### src/rtl/ps_ctrl.sv
`default_nettype none
// ============================================================================
//  Module      : ps_ctrl
//  Description : Power-spectrum datapath sequencer. Frames handshaked samples
//                into windows, strobes the active-low datapath enable per
//                sample, captures the window result and flags threshold hits.
//  Revision    : 1.0 - initial release
// ============================================================================
module ps_ctrl #(
    parameter int INPUT_WIDTH  = 16,
    parameter int OUTPUT_WIDTH = 40,
    parameter int WIN_LEN      = 50,
    parameter int TIMEOUT      = 64
) (
    input  logic                    clk,
    input  logic                    rst,
    input  logic                    start,
    input  logic                    stop,
    input  logic [OUTPUT_WIDTH-1:0] thresh,
    input  logic                    s_valid,
    output logic                    s_ready,
    input  logic [INPUT_WIDTH-1:0]  s_data,
    output logic [INPUT_WIDTH-1:0]  ps_din,
    output logic                    ps_en,
    output logic                    ps_rst,
    input  logic [OUTPUT_WIDTH-1:0] ps_dout,
    input  logic                    ps_data_valid,
    output logic                    r_valid,
    input  logic                    r_ready,
    output logic [OUTPUT_WIDTH-1:0] r_data,
    output logic                    r_detect,
    output logic                    overrun,
    output logic                    timeout_err
);

    localparam int c_CNT_W  = (WIN_LEN > 1) ? $clog2(WIN_LEN) : 1;
    localparam int c_WAIT_W = (TIMEOUT > 1) ? $clog2(TIMEOUT) : 1;
    localparam logic [c_CNT_W-1:0]  c_LAST_SAMPLE = c_CNT_W'(WIN_LEN - 1);
    localparam logic [c_WAIT_W-1:0] c_LAST_WAIT   = c_WAIT_W'(TIMEOUT - 1);

    typedef enum logic [1:0] {
        ST_IDLE = 2'd0,
        ST_RUN  = 2'd1,
        ST_WAIT = 2'd2
    } state_t;

    state_t                  r_state;
    logic [c_CNT_W-1:0]      r_cnt;
    logic [c_WAIT_W-1:0]     r_wait_cnt;
    logic [OUTPUT_WIDTH-1:0] r_thresh;
    logic                    r_s_ready;
    logic                    r_ps_en;
    logic                    r_ps_rst;
    logic [INPUT_WIDTH-1:0]  r_ps_din;
    logic                    r_res_valid;
    logic [OUTPUT_WIDTH-1:0] r_res_data;
    logic                    r_res_detect;
    logic                    r_overrun;
    logic                    r_timeout_err;

    state_t                  w_state;
    logic [c_CNT_W-1:0]      w_cnt;
    logic [c_WAIT_W-1:0]     w_wait_cnt;
    logic [OUTPUT_WIDTH-1:0] w_thresh;
    logic                    w_s_ready;
    logic                    w_ps_en;
    logic                    w_ps_rst;
    logic [INPUT_WIDTH-1:0]  w_ps_din;
    logic                    w_res_valid;
    logic [OUTPUT_WIDTH-1:0] w_res_data;
    logic                    w_res_detect;
    logic                    w_overrun;
    logic                    w_timeout_err;
    logic                    w_accept;
    logic                    w_load;

    assign w_accept = r_s_ready && s_valid;

    always_comb begin
        w_state       = r_state;
        w_cnt         = r_cnt;
        w_wait_cnt    = r_wait_cnt;
        w_thresh      = r_thresh;
        w_s_ready     = r_s_ready;
        w_ps_en       = 1'b1;
        w_ps_rst      = r_ps_rst;
        w_ps_din      = r_ps_din;
        w_res_valid   = r_res_valid;
        w_res_data    = r_res_data;
        w_res_detect  = r_res_detect;
        w_overrun     = r_overrun;
        w_timeout_err = r_timeout_err;
        w_load        = 1'b0;

        case (r_state)
            ST_IDLE: begin
                w_s_ready = 1'b0;
                w_ps_rst  = 1'b1;
                if (start) begin
                    w_state       = ST_RUN;
                    w_thresh      = thresh;
                    w_cnt         = '0;
                    w_ps_rst      = 1'b0;
                    w_s_ready     = 1'b1;
                    w_overrun     = 1'b0;
                    w_timeout_err = 1'b0;
                end
            end
            ST_RUN: begin
                if (stop) begin
                    w_state    = ST_IDLE;
                    w_ps_rst   = 1'b1;
                    w_s_ready  = 1'b0;
                    w_cnt      = '0;
                    w_wait_cnt = '0;
                end else if (w_accept) begin
                    w_ps_din = s_data;
                    w_ps_en  = 1'b0;
                    if (r_cnt == c_LAST_SAMPLE) begin
                        w_cnt      = '0;
                        w_wait_cnt = '0;
                        w_state    = ST_WAIT;
                        w_s_ready  = 1'b0;
                    end else begin
                        w_cnt = r_cnt + 1'b1;
                    end
                end
            end
            ST_WAIT: begin
                // A stop abandons the window even if its result arrives this cycle.
                if (stop) begin
                    w_state    = ST_IDLE;
                    w_ps_rst   = 1'b1;
                    w_s_ready  = 1'b0;
                    w_cnt      = '0;
                    w_wait_cnt = '0;
                end else if (ps_data_valid) begin
                    w_load    = 1'b1;
                    w_state   = ST_RUN;
                    w_s_ready = 1'b1;
                end else if (r_wait_cnt == c_LAST_WAIT) begin
                    w_timeout_err = 1'b1;
                    w_state       = ST_RUN;
                    w_s_ready     = 1'b1;
                end else begin
                    w_wait_cnt = r_wait_cnt + 1'b1;
                end
            end
            default: begin
                w_state   = ST_IDLE;
                w_s_ready = 1'b0;
                w_ps_rst  = 1'b1;
            end
        endcase

        // A load always wins over a same-cycle consume so the newest result stays visible.
        if (w_load) begin
            w_res_valid  = 1'b1;
            w_res_data   = ps_dout;
            w_res_detect = $signed(ps_dout) > $signed(r_thresh);
            if (r_res_valid && !r_ready) begin
                w_overrun = 1'b1;
            end
        end else if (r_res_valid && r_ready) begin
            w_res_valid = 1'b0;
        end
    end

    always_ff @(posedge clk) begin
        if (rst) begin
            r_state       <= ST_IDLE;
            r_cnt         <= '0;
            r_wait_cnt    <= '0;
            r_thresh      <= '0;
            r_s_ready     <= 1'b0;
            r_ps_en       <= 1'b1;
            r_ps_rst      <= 1'b1;
            r_ps_din      <= '0;
            r_res_valid   <= 1'b0;
            r_res_data    <= '0;
            r_res_detect  <= 1'b0;
            r_overrun     <= 1'b0;
            r_timeout_err <= 1'b0;
        end else begin
            r_state       <= w_state;
            r_cnt         <= w_cnt;
            r_wait_cnt    <= w_wait_cnt;
            r_thresh      <= w_thresh;
            r_s_ready     <= w_s_ready;
            r_ps_en       <= w_ps_en;
            r_ps_rst      <= w_ps_rst;
            r_ps_din      <= w_ps_din;
            r_res_valid   <= w_res_valid;
            r_res_data    <= w_res_data;
            r_res_detect  <= w_res_detect;
            r_overrun     <= w_overrun;
            r_timeout_err <= w_timeout_err;
        end
    end

    assign s_ready     = r_s_ready;
    assign ps_din      = r_ps_din;
    assign ps_en       = r_ps_en;
    assign ps_rst      = r_ps_rst;
    assign r_valid     = r_res_valid;
    assign r_data      = r_res_data;
    assign r_detect    = r_res_detect;
    assign overrun     = r_overrun;
    assign timeout_err = r_timeout_err;

endmodule
`default_nettype wire

### config.mk
export PLATFORM = sky130hd
export DESIGN_NAME = ps_ctrl
export DESIGN_NICKNAME = d
export VERILOG_FILES = /design/src/rtl/ps_ctrl.sv
export SDC_FILE = /design/constraint.sdc
export NUM_CORES = 1
export LEC_CHECK = 0
export CAP_MARGIN = 30
export CORE_ASPECT_RATIO = 0.7
export CORE_MARGIN = 5
export CORE_UTILIZATION = 42
export CTS_CLUSTER_SIZE = 8
export DETAILED_ROUTE_END_ITERATION = 10
export PLACE_DENSITY = 0.75
export SETUP_SLACK_MARGIN = 0.4
export SYNTH_ARGS = -nofsm -noshare
export SYNTH_HDL_FRONTEND = slang
export SYNTH_SLANG_ARGS = --single-unit
### constraint.sdc
create_clock -name clk -period 2.1 [get_ports clk]
set_input_delay 0.315 -clock clk [delete_from_list [all_inputs] [get_ports clk]]
set_output_delay 0.315 -clock clk [all_outputs]
set_load 0.005 [all_outputs]
# Word level (Yosys, flattened, before mapping)
# Cells that the tools add are included.
[classes]
magnitude_cmp = 1
n_reduce_logical = 18
bitwise = 2
add_sub_neg = 2
n_eq_ne = 15
n_mux = 46
[ops]
columns = ["operator", "n"]
rows = [
  ["$mux 6", 11],
  ["$gt 40x40->1", 1],
  ["$mux 1", 22],
  ["$pmux 6 s3", 1],
  ["$mux 2", 7],
  ["$add 6x1->6 const B", 2],
  ["$eq 6x6->1 const B", 2],
  ["$ne 3x3->1 const B", 4],
  ["$pmux 6 s2", 1],
  ["$ne 2x2->1 const B", 5],
  ["$reduce_and 5->1", 2],
  ["$reduce_and 4->1", 2],
  ["$pmux 2 s3", 1],
  ["$reduce_and 3->1", 2],
  ["$reduce_bool 2->1", 3],
  ["$ne 4x4->1 const B", 1],
  ["$pmux 1 s2", 2],
  ["$logic_and 1x1->1", 3],
  ["$pmux 1 s3", 1],
  ["$reduce_bool 3->1", 1],
  ["$reduce_or 3->1", 1],
  ["$eq 2x1->1 const B", 1],
  ["$eq 2x2->1 const B", 1],
  ["$logic_not 2->1", 1],
  ["5 further kinds", 6],
]
[totals]
output_inout_bits = 63
register_bits = 117
wordCells = 97

# Depth between registers and ports, before layout
[depth]
word_depth = 5
mapped_depth = 8
mapped_depth_nobuf = 8

# Worst setup path before layout
# OpenSTA, ideal clock, no wires.
[synth_path]
path_kind = "flip-flop to flip-flop"
start = "register r_thresh[22]"
end = "register r_res_detect (netlist: r_detect)"
t_required_ns = 2.021
path_slack_ns = 0.069
synth_period_minus_slack_ns = 2.031
path_stages_with_launch = 9
t_arrival_ns = 1.952
path_cell_list = "dfxtp_1 -> inv_1 -> ha_1 -> a21oi_2 -> nand2_1 -> a221o_1 -> o31a_1 -> or3_1 -> o211ai_1"
[synth_via]
elab_chain_cells = 1
[synth_rtl]
columns = ["item", "line", "rtl"]
rows = [
  ["from (decl)", "50", "logic [OUTPUT_WIDTH-1:0] r_thresh;"],
  ["from (signal assigned)", "188", "r_thresh <= w_thresh;"],
  ["$gt 40x40->1", "160", "w_res_detect = $signed(ps_dout) > $signed(r_thresh);"],
  ["to (signal assigned)", "195", "r_res_detect <= w_res_detect;"],
  ["to (decl)", "57", "logic r_res_detect;"],
]
# Every way passes these cells.
# A chain may end at the register's enable or synchronous reset.

# Worst setup path after layout
[layout_path]
start = "input port ps_dout[33]"
end = "register r_res_detect (netlist: r_detect)"
[layout_via]
elab_chain_cells = 1
[layout_rtl]
columns = ["item", "line", "rtl"]
rows = [
  ["from (decl)", "26", "input logic [OUTPUT_WIDTH-1:0] ps_dout,"],
  ["$gt 40x40->1", "160", ""],
]
# Every way passes these cells.

==> summary.txt <==
Global route
  – Met3 Resource Use GR: 8.70%
  – Grt peak-use layer: met2
  – Initial antenna violation count: 0
  – Gr ovfl total: 0
  – GRT Overall Usage: 21.5%
  – Number of global-route vias before repair: 5578
  – Routing usage on met1: 25.1%
  – First-pass GRT wire length: 27.0 mm
  – Grt met2 use: 36.6%
  – Largest net degree at the start of global routing: 41

Worst setup path
  – Critical Path AT: 2.40 ns
  – Critical Path Slowest Stage Cell: clkdlybuf4s50_1
  – Worst setup SP type: primary input
  – Reg2reg setup slack: 0.04 ns
  – RR Endpoint: r_detect$_SDFFE_PP0P_
  – Worst Path Required: 2.43 ns
  – Slowest Stage Delay on Critical Path: 0.52 ns
  – Worst Reg-to-Reg Cells: 10
  – R2r startpoint: r_thresh[35]$_SDFFE_PP0P_
  – Maximum fanout along the worst path: 2
  – Critical-path cell list: clkdlybuf4s50_1, ha_4, a21o_1, nand3_1, a21oi_2, or4_4, or3_1, o211ai_1
  – Kind of critical path: primary input to flop
  – CP Capture Type: flop

Floorplanning
  – CORE AREA: 0.0125 sq mm
  – Die span in y: 105 microns
  – Die area: 0.0152 sq mm
  – Boundary Pins: 166
  – Num rows: 34
  – Die width: 145 microns
  – Starting Density: 43.2%

Power
  – Max VDD drop: 0.615 mV
  – Final Power: 0.00696 W
  – Clock Power Share: 46.0%
  – Reg power frac: 34.8%
  – Internal Power: 0.00519 W
  – Switch Pwr: 0.00178 W
  – Net Sw Frac: 25.5%
  – Comb power frac: 19.2%
  – Leakage power: 3.26 nW
  – P per Cell Area: 800 mW/mm^2

Worst hold path
  – Hold EP: r_data[29]$_SDFFE_PP0P_
  – Min-Delay Path Class: primary input to flop
  – Hold Crit Start: ps_dout[29]
  – Worst hold stages: 3

Synthesis
  – EDFF count, synth: 0
  – Yosys cell types: 44
  – FF+latch count, synth: 117
  – Ys Warns: 0
  – Post-Syn Area: 0.00538 sq mm
  – Top FF cell, synth: dfxtp_1
  – Ys async rst share: 0%
  – Top cell type by total area after synthesis: dfxtp_1
  – Sequential share of the synthesized area: 43.5%
  – Syn_area_per_cell: 7.84 sq um
  – Top post-synthesis cells by area: dfxtp_1 (44%), nand2_1 (14%), ha_1 (11%), a21oi_1 (11%), inv_1 (3.1%)
  – Synth top area share: 43.5%
  – Synthesized Nets: 837
  – Cells after Synth: 686

Clocking
  – H-tree Lvls: 4
  – Total CTS buffers: 17
  – Clock tree root driver cell: clkbuf_16
  – Worst-case clock buffer depth: 2
  – Clock Latency Late Sink: 0.41 ns
  – CTS tree: yes
  – Worst-path clk slew: 0.05 ns
  – Clock sinks: 117
  – Hold Buf Count CTS: 0

Timing
  – Final Skew: 0.00724 ns
  – Fmax: 483 MHz
  – Min cycle time layout: 2.07 ns
  – Final setup violating endpoints: 0
  – RSZ-0062 raised after global routing: true
  – Slew Limit Fails: 0
  – Final hold vios: 0
  – Slew @ Worst Pin: 0.479 ns
  – Crit share post-route: 98.7%
  – Setup ws final: 0.0281 ns
  – Relative slew slack: 68.1%

Placed design
  – Dpl cells: 1011
  – Post-DP HPWL: 11.8 mm
  – RD Place Congestion: 0.849
  – Port-buffer cells: 165
  – Post-Place Setup Slack: -0.460 ns

Cells and area
  – Synthesis-to-finish area growth: 61.7%
  – Share of cells above drive strength 1: 19.0%
  – Ant diodes: 0
  – Finished Layout Cells: 1063
  – NumNets Final: 1039
  – Post-layout utilization of the core: 69.8%

Route
  – DRC Markers: 0
  – Drt total wl: 17.3 mm
  – Antenna viol nets, final: 0
  – Vias: 5499
  – Drt initial violations: 221
  – Routed wire length per instance: 16.3 microns
  – First-pass DRT Iterations: 5
  – Post-detailed-route via-to-cell ratio: 5.17

Status
  – Status: completed

Run
  – MaxCap Viol Count: 0
-- area by class of cell --
cell class | instances | area (sq um)
fillers | 921 | 3760
multi-input cells | 491 | 3150
flip-flops and latches | 117 | 2380
repair buffers | 217 | 2140
clock buffers | 20 | 457
well taps | 162 | 203
clock inverters | 12 | 200
inverters | 44 | 173
-- logic make-up after synthesis --
logic type / synth area share (%)
muxes: 0.558
DFF: 43.5
buffers and inverters: 5.51
and+or+nand+nor: 21.6
xor gates and xnor gates: 1.47
adders and majority gates: 11.2
AOI/OAI and AO/OA: 16.2
-- layout by cell type (no fill, tap or decap), types with 4 or more instances in the layout --
| master | count |
|---|---|
| xor2_1 | 7 |
| inv_1 | 35 |
| buf_6 | 4 |
| ha_1 | 30 |
| a21oi_2 | 9 |
| nand2_1 | 203 |
| nand2b_1 | 7 |
| dfxtp_4 | 4 |
| nand4_1 | 9 |
| buf_4 | 44 |
| nor2_1 | 24 |
| clkbuf_16 | 18 |
| nand3_1 | 7 |
| inv_2 | 6 |
| ha_4 | 17 |
| bufinv_16 | 5 |
| clkdlybuf4s50_1 | 155 |
| a21oi_1 | 107 |
| dfxtp_1 | 95 |
| dfxtp_2 | 18 |
| o211ai_1 | 5 |
| o21ai_0 | 5 |
| a21o_1 | 5 |
| dlymetal6s2s_1 | 6 |
-- metal layers --
layer,up-vias,part of all wire (%)
li1,2693,-
met1,2569,42
met2,206,47
met3,31,9.1
met4,0,1.5
met5,-,0
-- power groups by stage --
| stage | Combinational (W) | Clock (W) | Sequential [W] |
|---|---|---|---|
| floorplan | 0.000615 | 0 | 0.00244 |
| global placement | 0.00107 | 0 | 0.00245 |
| detailed placement | 0.00111 | 0 | 0.00246 |
| CTS | 0.00121 | 0.00325 | 0.00241 |
| global route | 0.00147 | 0.00336 | 0.00244 |
| finish | 0.00134 | 0.00320 | 0.00242 |
-- synthesized netlist by cell type (2+ instances only) --
| cell | instances |
|---|---|
| xor2_1 | 7 |
| buf_2 | 3 |
| o211ai_1 | 5 |
| o21ai_0 | 8 |
| nand3_1 | 9 |
| a21oi_1 | 116 |
| xnor2_1 | 2 |
| dfxtp_1 | 117 |
| nor2_1 | 25 |
| nor2b_1 | 4 |
| nor4_1 | 3 |
| inv_1 | 44 |
| or3_1 | 2 |
| nand2b_1 | 7 |
| and2_1 | 3 |
| mux2i_1 | 3 |
| a21o_1 | 5 |
| clkbuf_1 | 31 |
| and3_1 | 3 |
| nand4_1 | 9 |
| a211oi_1 | 4 |
| ha_1 | 48 |
| a31oi_1 | 2 |
| nand2_1 | 206 |
-- critical path, delay by kind of cell --
family	cells	cell delay, ns
AND/OR/NAND/NOR	3	0.97
buffers and inverters	1	0.52
AO/OA/AOI/OAI	3	0.38
adder cells (fa/ha/maj)	1	0.22
-- worst max path at each step --
stage	startpoint	endpoint	slack [ns]	cells past startpoint
after global routing	r_thresh[35]$_SDFFE_PP0P_	r_detect$_SDFFE_PP0P_	-0.08	10
after CTS	r_thresh[15]$_SDFFE_PP0P_	r_detect$_SDFFE_PP0P_	0.03	8
after detailed placement	ps_dout[13]	r_detect$_SDFFE_PP0P_	-0.46	8
after global placement	ps_dout[13]	r_detect$_SDFFE_PP0P_	-0.41	8
final	ps_dout[33]	r_detect$_SDFFE_PP0P_	0.03	8
after floorplan	r_thresh[33]$_SDFFE_PP0P_	r_detect$_SDFFE_PP0P_	0.17	8
-- metrics by stage --
stage	TNS [ns]	area, sq um	hold slack (ns)
final	0	8700	0.241
after global routing	-0.0809	8700	0.227
after CTS	0	8310	0.348
after detailed placement	-0.492	7430	0.449
after floorplan	0	5430	0.436
after global placement	-0.407	7430	0.442
-- timing repair --
| item | 4_1_cts | 5_1_grt |
|---|---|---|
| setup endpoints to repair | 57 | 55 |
| buffers inserted | 7 | 11 |
| pin swaps | 22 | 22 |
| cloned | 1 | 1 |
| resized for setup | 40 | 64 |
-- sequential cells by signal (all words and copies together) (netlist names) --
signal	count
r_wait_cnt	6
r_state	2
ps_en	1
ps_din	16
r_cnt	6
r_thresh	40
r_detect	1
overrun	1
r_valid	1
ps_rst	1
r_data	40
s_ready	1
timeout_err	1
No activity file was read; power rests on OpenSTA's default activity.
==> patch 1: new RTL, same settings <==
Add an input register stage for `thresh`, cleared by the reset; this delays it by one clock. The other inputs are not delayed to match.
--- a/src/rtl/ps_ctrl.sv
+++ b/src/rtl/ps_ctrl.sv
@@ -46,2 +46,12 @@
 
+    logic [OUTPUT_WIDTH-1:0] thresh_q;
+
+    always_ff @(posedge clk) begin
+        if (rst) begin
+            thresh_q <= '0;
+        end else begin
+            thresh_q <= thresh;
+        end
+    end
+
     state_t                  r_state;
@@ -100,3 +110,3 @@
                     w_state       = ST_RUN;
-                    w_thresh      = thresh;
+                    w_thresh      = thresh_q;
                     w_cnt         = '0;
Function: no difference found for any inputs over 10 cycles, from zero or initial values and one cycle with rst high; that may be too few to reach the edited logic, so the function may still have changed.
==> patch 1 against the original RTL <==
  * Core utilization decreased by 5.3 points
  * Wire length decreased by 0.36%
  * Worst setup slack improved by 0.082 ns
  * Power increased by 6.7%
  * Die area increased by 18%
  * Synthesized area increased by 19%
  * Cell area increased by 10%
  * Sequential cell count increased by 40
  * Critical path type unchanged
  * Largest cell class unchanged
  * Largest power group is now registers
  * Highest routed layer unchanged
==> patch 1: results (changes against the original RTL) <==
routing:
  vias: 5648  # +2.7%
  routed_wirelength_mm: 17.3  # -0.36%
  dr.pass1.iters: 4  # -1
sta:
  period_minus_slack_ns: 1.99  # -0.0818 ns
  worstMarginPinSlew_ns: 0.713  # +0.234 ns
  fin_skew_ns: 0.0124  # +0.00515 ns
power:
  p_leak_nw: 3.53  # +8.2%
  p_sw_share_pct: 26.2  # +0.73 points
synth:
  ys_seq_area_share_pct: 49.0  # +5.4 points
  synth_cell_types: 42  # -4.5%
  ys_top_cells_by_count: "nand2_1, dfxtp_1, a21oi_1, ha_1, inv_1"
global_route:
  grt_usage_pct: 18.6  # -2.9 points
  grt_pass1_wl_mm: 26.8  # -0.92%
  grt_start_max_net_pins: 65  # +59%
cells_and_area:
  nets: 1118  # +7.6%
  num-fill-cells: 1237  # +34%
  drive_gt1_share_pct: 16.6  # -2.3 points
critical_path:
  reg2reg_slack_ns: 0.12  # +0.08 ns
  cp_slowest_stage_delay_ns: 0.44  # -0.08 ns
  cp_max_fo: 3  # +1
  critPathArrivalTime_ns: 2.30  # -0.10 ns
place:
  gp_congestion: 0.840  # -1.1%
  place_hpwl_mm: 12.2  # +3.6%
  place_ws_ns: -0.394  # +0.0661 ns
status:
  status: "finished clean"
==> patch 1: changes by cell type in the layout (fill, tap and decap cells not counted), sizes merged, moves of 3 or more <==
| cell | before | now |
|---|---|---|
| o211ai | 5 | 2 |
| dfxtp | 117 | 157 |
| nand2 | 206 | 212 |
| inv | 45 | 50 |
| bufinv | 5 | 1 |
| clkdlybuf4s50 | 155 | 158 |
| nor2b | 4 | 42 |
| nor3 | 0 | 5 |
==> patch 1: what timing repair did <==
| action | in CTS | in global routing |
|---|---|---|
| buffers inserted | 8 | 14 |
| hold buffers | 0 | 0 |
| pin swaps | 19 | 24 |
| setup endpoints to repair | 87 | 70 |
| gates resized for setup | 40 | 45 |
==> patch 1: per-layer routing <==
| metal | up-vias | wire, µm | global-route usage [%] |
|---|---|---|---|
| li1 | 2906 | - | - |
| met1 | 2593 | 8090 | 24.9 |
| met2 | 137 | 7760 | 29.7 |
| met3 | 12 | 1210 | 5.73 |
| met4 | 0 | 193 | 4.30 |
| met5 | - | 0 | 0 |
==> patch 1: worst paths after layout <==
| check | from | to |
|---|---|---|
| setup / recovery | ps_dout[35] | r_detect |
| hold / removal | ps_dout[33] | r_data[33] |
| setup reg to reg | r_thresh[33] | r_detect |
| hold reg to reg | thresh_q[37] | r_thresh[37] |
==> patch 1: stage by stage <==
stage               power (mW)    TNS, ns  instances  cell area, µm²  hold WS (ns)
finish                    7.43          0       1175            9580         0.235
detailed placement        4.29     -0.394       1121            8500         0.426
floorplan                 3.79          0        768            6470         0.417
CTS                       7.38          0       1161            9290         0.299
global placement          4.27     -0.289       1121            8500         0.420
global route              7.76  -0.000625       1175            9580         0.249
==> patch 1: critical path, delay by kind of cell <==
family	cells	cell delay [ns]
AO/OA/AOI/OAI	3	0.38
adder cells (fa/ha/maj)	1	0.31
XOR/XNOR	1	0.14
buffers and inverters	2	0.60
AND/OR/NAND/NOR	3	0.55
==> patch 1: kinds of logic after synthesis <==
family	count (synthesis)	share of synthesized area [%]
AO/OA/AOI/OAI	146	12.8
AND/OR/NAND/NOR	322	22.2
flip-flops	157	49.0
multiplexers	2	0.312
XOR/XNOR	10	1.36
adder cells (fa/ha/maj)	48	9.36
buffers and inverters	83	4.99
==> patch 1: power by group through the flow <==
stage	Combinational (mW)	Clock, mW	Sequential [mW]
3_5_place_dp	1.05	0	3.24
5_1_grt	1.37	3.19	3.19
2_1_floorplan	0.563	0	3.23
4_1_cts	1.14	3.06	3.18
3_3_place_gp	1.03	0	3.24
6_report	1.24	3.01	3.18
==> patch 1: final cells by class <==
cell class / count / area share (%)
Clock inverter: 12 / 1.32
Sequential cell: 157 / 33.1
Tap cell: 195 / 2.55
Inverter: 45 / 1.82
Timing Repair Buffer: 218 / 22.3
Multi-Input combinational cell: 528 / 34.1
Clock buffer: 20 / 4.77
==> patch 2: new RTL, config.mk and constraints unchanged <==
Made on the original files. The parameter `OUTPUT_WIDTH` goes from 40 to 80.
--- a/src/rtl/ps_ctrl.sv
+++ b/src/rtl/ps_ctrl.sv
@@ -10,3 +10,3 @@
     parameter int INPUT_WIDTH  = 16,
-    parameter int OUTPUT_WIDTH = 40,
+    parameter int OUTPUT_WIDTH = 80,
     parameter int WIN_LEN      = 50,
Interface: changed (resized ps_dout, r_data and thresh); port bits go from 166 to 286. The function was not compared with the original's and may differ.
==> patch 2 against the original RTL <==
  * The run now ends with setup timing left
  * Power rose by 26%
  * Register-to-register slack got worse by 0.18 ns
  * Critical path depth rose by 2
  * Wire length rose by 68%
  * Clock power rose by 4%
  * Sequential cell count rose by 80
  * First-iteration DRC count rose by 150%
  * Die area rose by 63%
  * Worst setup slack got worse by 0.17 ns
  * Synthesized cell count rose by 71%
  * Cell area rose by 56%
  * Synthesized area rose by 69%
  * Critical path type unchanged
  * Critical endpoint unchanged
==> patch 2: results (changes against the original RTL) <==
cells_and_area:
  n_antenna_cell: 1  # +1
  nets: 1740  # +67%
  n_all_inverters: 87  # +98%
  seq_cell_count: 197  # +68%
  multiInputGateArea_um2: 4880  # +55%
  comb.multi_input.count: 830  # +69%
  drive_gt1_share_pct: 10.6  # -8.4 points
  buffer_area_share_pct: 25.1  # +0.47 points
  num-fill-cells: 1864  # +100%
synth:
  synth_compound_gate_area_share_pct: 16.1  # -0.11 points
  ys_top_cells_by_count: "nand2_1, a21oi_1, dfxtp_1, ha_1, inv_1"
  synthXorXnorAreaFrac_pct: 0.964  # -0.50 points
  ys_seq_area_share_pct: 43.4  # -0.16 points
  syn-num-nets: 1443  # +72%
  synth.area.mux_share_pct: 0.330  # -0.23 points
  synthTopCellsByArea: "dfxtp_1, nand2_1, ha_1"
clock_tree:
  clk_pin_slew_ns: 0.07  # +0.02 ns
  insertion_delay_ns: 0.43  # +0.02 ns
routing:
  route.met2.wl_mm: 13.2  # +61%
  wl_met3_mm: 2.22  # +40%
  drt_iter0_drc: 551  # +150%
  drt-met1-wl_mm: 13.0  # +78%
  routed_via_density: 5.06  # -2.1%
power:
  peakVddDrop_v: 0.000494  # -20%
global_route:
  grt_antenna_before_repair: 1  # +1
  groute.layer.met1.usage_pct: 29.2  # +4.1 points
  grt_usage_pct: 22.2  # +0.66 points
  grt_pass1_wl_mm: 44.1  # +63%
  grt_start_max_net_pins: 82  # +100%
place:
  port_buffers: 285  # +73%
status:
  failed_checks: "setup timing"
  status: "finished, violations left"
sta:
  fin_ws_ns: -0.145  # -0.173 ns
  setup_viol: 1  # +1
  fin_skew_ns: 0.0102  # +0.00295 ns
  worstMarginPinSlew_ns: 0.658  # +0.179 ns
  hold_ws_ns: 0.126  # -0.115 ns
critical_path:
  cp_slowest_stage_delay_ns: 0.47  # -0.05 ns
  critPathArrivalTime_ns: 2.56  # +0.16 ns
  cp_max_fo: 3  # +1
==> patch 2: changes by cell type after synthesis, sizes merged, moves of 3 or more <==
cell / delta
inv: +43
dfxtp: +80
nand4: +13
ha: +39
and2: -3
a21oi: +95
buf: +10
a21o: +7
nand2: +173
a221oi: +4
o211ai: -4
clkbuf: +15
o21ai: +11
==> patch 2: power breakdown <==
group,switching (mW),leakage [nW],internal [mW],total (mW)
clock,1.52,0.285,1.80,3.32
combinational,0.719,3.12,0.764,1.48
sequential,0.0796,1.61,3.87,3.95
total,2.32,5.02,6.44,8.76
==> patch 2: kinds of logic (layout without fill, tap and decap cells) <==
logic type               after synthesis  after routing
multiplexers                           3              3
flip-flops                           197            197
AND/OR/NAND/NOR                      464            464
AO/OA/AOI/OAI                        266            266
XOR/XNOR                              10             10
buffers and inverters                146            456
other                                  0              1
adder cells (fa/ha/maj)               87             87
==> patch 2: final timing paths <==
| check | startpoint | end | cells after the start |
|---|---|---|---|
| hold / removal | rst | r_state[1] | 2 |
| setup / recovery | ps_dout[42] | r_detect | 10 |
| setup reg to reg | r_thresh[19] | r_detect | 10 |
| hold reg to reg | r_data[35] | r_data[35] | 2 |
==> patch 2: stage by stage <==
| stage | cell area, µm² | cells | setup TNS, ns | worst slack, ns |
|---|---|---|---|---|
| after floorplan | 9150 | 1173 | 0 | 0.158 |
| after global placement | 12600 | 1727 | -0.648 | -0.645 |
| after detailed placement | 12600 | 1727 | -0.720 | -0.660 |
| after CTS | 13300 | 1763 | -0.101 | -0.101 |
| after global routing | 13500 | 1766 | -0.272 | -0.272 |
| final | 13500 | 1766 | -0.145 | -0.145 |
==> patch 2: repair_timing <==
action                                  CTS  global route
endpoints found under the setup margin   40            85
endpoints found under the hold margin     0             0
buffers inserted                          4             0
gates cloned                              0             2
pin swaps                                14            11
resized for setup                        37            37
